File: config.mk
export PLATFORM = sky130hd
export DESIGN_NAME = penc_sync
export DESIGN_NICKNAME = d
export VERILOG_FILES = /design/src/rtl/penc_sync.sv
export SDC_FILE = /design/constraint.sdc
export NUM_CORES = 1
export LEC_CHECK = 0
export CAP_MARGIN = 25
export CORE_MARGIN = 1.5
export CORE_UTILIZATION = 44
export CTS_CLUSTER_SIZE = 10
export DETAILED_ROUTE_END_ITERATION = 8
export PLACE_DENSITY = 0.66
export SETUP_SLACK_MARGIN = 0.4
export SYNTH_ARGS = -nofsm -noshare
export SYNTH_HDL_FRONTEND = slang
export SYNTH_SLANG_ARGS = --single-unit
File: constraint.sdc
create_clock -name clk -period 2.4 [get_ports clk]
set_input_delay 0.36 -clock clk [delete_from_list [all_inputs] [get_ports clk]]
set_output_delay 0.36 -clock clk [all_outputs]
set_load 0.01 [all_outputs]
File: src/rtl/penc_sync.sv
// Synchronised, debounced priority encoder with a valid/ready event output and sticky overflow.
// Defining PENC_ROUND_ROBIN_EN rotates the search pointer after each accepted event.
module penc_sync #(
    parameter int N        = 10,
    parameter int DEBOUNCE = 4
) (
    input  logic                       clk,
    input  logic                       rst_n,
    input  logic [N-1:0]               i,
    output logic [$clog2(N+1)-1:0]     o,
    output logic                       any,
    output logic                       evt_valid,
    output logic [$clog2(N+1)-1:0]     evt_code,
    input  logic                       evt_ready,
    output logic                       ovf,
    input  logic                       ovf_clr
);

    localparam int W  = $clog2(N + 1);
    localparam int CW = $clog2(DEBOUNCE + 1);
    localparam logic [W-1:0]  NONE     = '1;
    localparam logic [W-1:0]  P_TOP    = W'(N - 1);
    localparam logic [CW-1:0] CNT_MAX  = CW'(DEBOUNCE);
    localparam logic [CW-1:0] CNT_LAST = CW'(DEBOUNCE - 1);

    logic [N-1:0]  r_sync1;
    logic [N-1:0]  r_s;
    logic [N-1:0]  r_stable;
    logic [CW-1:0] r_cnt;
    logic [W-1:0]  r_o;
    logic          r_any;
    logic          r_evt_valid;
    logic [W-1:0]  r_evt_code;
    logic          r_ovf;

    logic [W-1:0]  w_p;
    logic [N-1:0]  w_le_p;
    logic [N-1:0]  w_low;
    logic [W-1:0]  w_hi_low;
    logic [W-1:0]  w_hi_all;
    logic [W-1:0]  w_code;
    logic          w_new_evt;
    logic          w_hs;

    // r_cnt counts how many cycles s has matched its previous value; comparing
    // r_sync1 against r_s looks one sample ahead so stable loads on the edge
    // the count completes.
    always_ff @(posedge clk or negedge rst_n) begin
        if (!rst_n) begin
            r_sync1  <= '0;
            r_s      <= '0;
            r_stable <= '0;
            r_cnt    <= '0;
        end else begin
            r_sync1 <= i;
            r_s     <= r_sync1;
            if (r_sync1 != r_s) begin
                r_cnt <= '0;
            end else if (r_cnt != CNT_MAX) begin
                r_cnt <= r_cnt + 1'b1;
            end
            if ((r_sync1 == r_s) && (r_cnt == CNT_LAST)) begin
                r_stable <= r_s;
            end
        end
    end

`ifdef PENC_ROUND_ROBIN_EN
    logic [W-1:0] r_p;

    always_ff @(posedge clk or negedge rst_n) begin
        if (!rst_n) begin
            r_p <= P_TOP;
        end else if (w_hs) begin
            r_p <= (r_evt_code == '0) ? P_TOP : (r_evt_code - 1'b1);
        end
    end

    assign w_p = r_p;
`else
    assign w_p = P_TOP;
`endif

    // Downward search from p with wrap = highest set bit at or below p,
    // otherwise the highest set bit overall (which then lies above p).
    genvar gi;
    generate
        for (gi = 0; gi < N; gi++) begin : g_mask
            assign w_le_p[gi] = (W'(gi) <= w_p);
        end
    endgenerate

    assign w_low = r_stable & w_le_p;

    always_comb begin
        w_hi_low = NONE;
        w_hi_all = NONE;
        for (int j = 0; j < N; j++) begin
            if (w_low[j]) begin
                w_hi_low = W'(j);
            end
            if (r_stable[j]) begin
                w_hi_all = W'(j);
            end
        end
    end

    assign w_code    = (w_hi_low != NONE) ? w_hi_low : w_hi_all;
    assign w_new_evt = (w_code != r_o) && (w_code != NONE);
    assign w_hs      = r_evt_valid & evt_ready;

    always_ff @(posedge clk or negedge rst_n) begin
        if (!rst_n) begin
            r_o         <= NONE;
            r_any       <= 1'b0;
            r_evt_valid <= 1'b0;
            r_evt_code  <= NONE;
            r_ovf       <= 1'b0;
        end else begin
            r_o   <= w_code;
            r_any <= |r_stable;
            if (w_new_evt && (!r_evt_valid || w_hs)) begin
                r_evt_code  <= w_code;
                r_evt_valid <= 1'b1;
            end else if (w_hs) begin
                r_evt_valid <= 1'b0;
            end
            // A drop in the same cycle as a clear keeps the flag set.
            if (w_new_evt && r_evt_valid && !w_hs) begin
                r_ovf <= 1'b1;
            end else if (ovf_clr) begin
                r_ovf <= 1'b0;
            end
        end
    end

    assign o         = r_o;
    assign any       = r_any;
    assign evt_valid = r_evt_valid;
    assign evt_code  = r_evt_code;
    assign ovf       = r_ovf;

endmodule

# After elaboration in Yosys (flattened, before gate mapping)

Cells that the tools add are included.

Bits in registers: 44
Input port bits: 14
Logic and storage cells: 45

Add/subtract/negate cells: 1
Eq/ne operators: 6
Multiplexer cells: 16
Bitwise gates (word level): 1
Reduce and logical (&&, ||, !) cells: 12

Operators by type and width:

| operator                                             | count |
|---|---|
| 2-to-1 mux 4 bit                                     | 10 |
| equality test 10 bit                                 | 1 |
| != test 10 bit                                       | 1 |
| OR reduction 10 bit                                  | 1 |
| 2-to-1 mux 3 bit                                     | 2 |
| nonzero test 2 bit                                   | 3 |
| logical AND 1 bit                                    | 5 |
| 2-to-1 mux 1 bit                                     | 4 |
| != test 4 bit                                        | 1 |
| != test 4 bit (second input constant)                | 1 |
| adder 3 x 1 -> 3 bit (second input constant)         | 1 |
| equality test 3 x 2 -> 1 bit (second input constant) | 1 |
| != test 3 bit (second input constant)                | 1 |
| zero test 1 bit                                      | 2 |
| bitwise AND 1 bit                                    | 1 |
| logical OR 1 bit                                     | 1 |

# Longest topological paths before layout

Depth after elaboration: 15
Gate-level depth with buffers: 7
Depth with buffers taken out: 6

# Worst setup path before layout

Ideal clock, no wire load.

Path kind: reg2reg
Start point: register r_o[2], in the netlist o[2]
End point: register r_evt_code[0], in the netlist evt_code[0]
Setup time: 0.085 ns
Data arrival time: 2.059 ns
Required time: 2.315 ns
Path slack: 0.256 ns
Stages on the path, launching flop included: 7
Path buffers: 0
Clock period less this slack: 2.144 ns
Cells stage by stage: dfstp_2 > or4b_2 > o22ai_1 > nor3_2 > nor4_4 > nor3_2 > mux2_1

Longest elaborated chain between the ends: 3

RTL lines:

| item                   | line | RTL |
|---|---|---|
| from (decl)            | 30   | `logic [W-1:0] r_o;` |
| from (signal assigned) | 120  | `r_o <= w_code;` |
| != test 4 bit          | 109  | `assign w_new_evt = (w_code != r_o) && (w_code != NONE);` |
| logical AND 1 bit      | 109  |  |
| logical AND 1 bit      | 122  | `if (w_new_evt && (!r_evt_valid \|\| w_hs)) begin` |
| to (signal assigned)   | 123  | `r_evt_code <= w_code;` |
| to (decl)              | 33   | `logic [W-1:0] r_evt_code;` |

Every way passes these cells.
A chain may end at the register's enable or synchronous reset.

# Worst setup path in the final report

Start point: register r_stable[9]
End point: register r_evt_code[3], in the netlist evt_code[3]

Longest elaborated chain between the ends: 4

RTL lines:

| item                   | line    | RTL |
|---|---|---|
| from (decl)            | 28      | `logic [N-1:0] r_stable;` |
| from (signal assigned) | 63      | `r_stable <= r_s;` |
| 2-to-1 mux 4 bit (*)   | 99, 102 |  |
| != test 4 bit          | 109     |  |
| logical AND 1 bit      | 109     |  |
| logical AND 1 bit      | 122     |  |

Every way passes the cells marked *; elsewhere a longest branch is shown, timed or not.

==> metrics.txt <==
status=complete, no violations; CTS Sinks=44; clk_lat worst skew=0.29 ns; internal reg-to-reg setup slack=0.30 ns; Fin. Hold Viols=0; CTS root buf=clkbuf_8; RSZ-0062 raised after global routing=yes; Overall Power=1.41 mW; antenna cells=0; Final min period=2.10 ns; Slowest Stage Delay on Critical Path=0.46 ns; IO Port Bufs=24; FF-to-FF path depth=11; switching fraction of total power=0.201; Lkg Pwr=1.08 nW; Post-Synthesis Cells=140; via-per-instance ratio=5.27; drt drc=0; first-pass detailed-route iteration total=6; area share of the largest cell type after synthesis=0.496; initial antenna violation count=0; WP data arrival=2.32 ns; CP Cell Sequence=buf_4 -> buf_4 -> nor2_2 -> buf_4 -> and4_4 -> nor3_2 -> nor4_4 -> buf_4 -> buf_4 -> o21ai_2 -> o31ai_2; Seq. cell area=1120 sq um; Via Count=1248; Slew @ Worst Pin=0.930 ns; terminus of the critical flop-to-flop path=evt_code[3]$_DFFE_PN1P_; DP Worst Slack=0.182 ns; NetSw=0.283 mW; MaxCap Viol Count=0; CTS tree=built; Final #Nets=203; Internal=1.12 mW; layout cells sized above 1=0.385; Die Y=67.2 um; die width=67.2 um; Final Max Slew Viols=0; cell row count=23; Slowest cell on crit path=dfrtp_2; CP Max Fanout=5; dominant cell type by area after synthesis=dfrtp_1; post-DP HPWL=2.24 mm; period utilization=0.877; Synth Net Count=157; Initial DRC Count=78; gpl congestion=0.820; cell area after layout=2450 sq um; Relative slew margins=0.380; WL/cell=15.8 um; Worst VDD drop=0.444 mV; largest net degree at the start of global routing=45; final setup violation count=0; Clk pin slew, worst setup/hold paths=0.08 ns; critical path's most frequent cell=buf_4; ys flop type=dfrtp_1; Crit path required time=2.61 ns; crit path capture type=flip-flop; CTS Buf Count=5; total congestion overflow=0; sequential power share=0.547; first-pass GRT wire length=5.79 mm; antenna-violating nets left=0; PnR worst setup slack=0.296 ns; Post-synth EDFFs=0; area of the core=3970 sq um; Yosys warning count=0; Fmax achieved=475 MHz; fraction of registers with async set/reset=1.00; Ports=25; All-Layer GR Usage=0.179; clk buf depth=2; H-Tree Depth=2; Power Density=573 nW/um^2; total wire length=3.74 mm; HP Class=in -> async; Initial Util=0.457; fill count=320; flip-flop and latch count after synthesis=44; logic gate share of total power=0.033; setup_tns=0 ns; distinct cell type count after synthesis=37; Clock Power Share=0.419; WS Path Type=reg -> reg; most repeated cell in the gate-level netlist after synthesis=dfrtp_1; Post-Syn Area=1820 sq um; Buf/Inv on CP=5; CP delay by family, top=buffers and inverters; DIE AREA=4520 sq um; multi-input logic area=769 sq um; Post-Place Cell Area=2140 sq um; Post-synth top cells=dfrtp_1, mux2_2, dfstp_2, nor2_1, xor2_1; Worst setup SP type=flip-flop; Area Overhead vs Synth=35.2%; largest cells by area after synthesis=dfrtp_1, dfstp_2, mux2_2; vias in the first global route=1305; worst r2r src=r_stable[9]$_DFFE_PN0P_; syn avg cell area=13.0 sq um; clock skew=0.00209 ns; sequential fraction of the synthesis area=0.612
[layout by cell type (no fill, tap or decap), drive strengths merged, types with 4 or more instances in the layout]
| cell | count |
|---|---|
| clkdlybuf4s50 | 23 |
| nor3 | 4 |
| mux2 | 12 |
| dfrtp | 36 |
| a21oi | 4 |
| buf | 17 |
| xor2 | 8 |
| nor2 | 8 |
| nor4 | 6 |
| o21ai | 6 |
| nand2 | 6 |
| inv | 7 |
| clkbuf | 6 |
| dfstp | 8 |
[registers in the layout, summed over array words and instances, names as in the netlist]
signal / cells
r_s: 10
evt_code: 4
evt_valid: 1
r_stable: 10
r_sync1: 10
ovf: 1
r_cnt: 3
any: 1
o: 4
[worst max-delay path by stage]
stage,from,end,cells after the start,slack [ns]
final,r_stable[9]$_DFFE_PN0P_,evt_code[3]$_DFFE_PN1P_,11,0.30
after detailed placement,r_stable[3]$_DFFE_PN0P_,evt_code[0]$_DFFE_PN1P_,6,0.18
after floorplan,r_stable[3]$_DFFE_PN0P_,evt_code[0]$_DFFE_PN1P_,7,0.26
after CTS,r_stable[4]$_DFFE_PN0P_,evt_code[1]$_DFFE_PN1P_,6,0.29
after global placement,r_stable[3]$_DFFE_PN0P_,evt_code[1]$_DFFE_PN1P_,6,0.24
after global routing,r_stable[7]$_DFFE_PN0P_,evt_code[3]$_DFFE_PN1P_,8,0.21
[power groups by stage]
| stage | registers (mW) | logic [mW] | clock network (mW) |
|---|---|---|---|
| 2_1_floorplan | 0.782 | 0.0125 | 0 |
| 3_3_place_gp | 0.784 | 0.0479 | 0 |
| 3_5_place_dp | 0.785 | 0.0488 | 0 |
| 4_1_cts | 0.771 | 0.0489 | 0.605 |
| 5_1_grt | 0.773 | 0.0541 | 0.641 |
| 6_report | 0.771 | 0.0470 | 0.590 |
[area by class of cell]
type | count | share of cell area
clock buffers | 6 | 0.0336
clock inverters | 2 | 0.0158
inverters | 7 | 0.0107
multi-input cells | 88 | 0.313
flip-flops and latches | 44 | 0.455
well taps | 50 | 0.0255
repair buffers | 40 | 0.146
[worst reg2reg max path: cells and delay by family (launching register included)]
kind	cells	cell delay [ns]
compound gates	2	0.12
simple gates	4	0.68
flops	1	0.46
buf+inv	5	0.76
[cell families after synthesis]
kind of cell               share of synthesized area
DFF                                            0.612
and+or+nand+nor                                0.156
AOI/OAI and AO/OA                             0.0662
muxes                                         0.0744
xor gates and xnor gates                      0.0531
buffers and inverters                         0.0172
adders and majority gates                     0.0207
[layer usage]
layer  part of all wire  track usage
met1               0.38        0.195
met2               0.54        0.303
met3              0.050       0.0617
met4              0.025       0.0995
met5                  0            0
[per-stage QoR]
step	hold WS, ns	util	instances
finish	0.199	0.618	237
CTS	0.234	0.602	235
floorplan	0.0644	-	140
detailed placement	0.381	0.538	216
global placement	0.379	0.538	216
global route	0.262	0.618	237
[timing repair]
item / CTS / global route
gates cloned: 0 / 0
buffers inserted: 11 / 2
setup endpoints to repair: 16 / 16
pin swaps: 11 / 3
hold buffers: 0 / 0
gates resized for setup: 16 / 12
No activity file was read; power rests on OpenSTA's default activity.
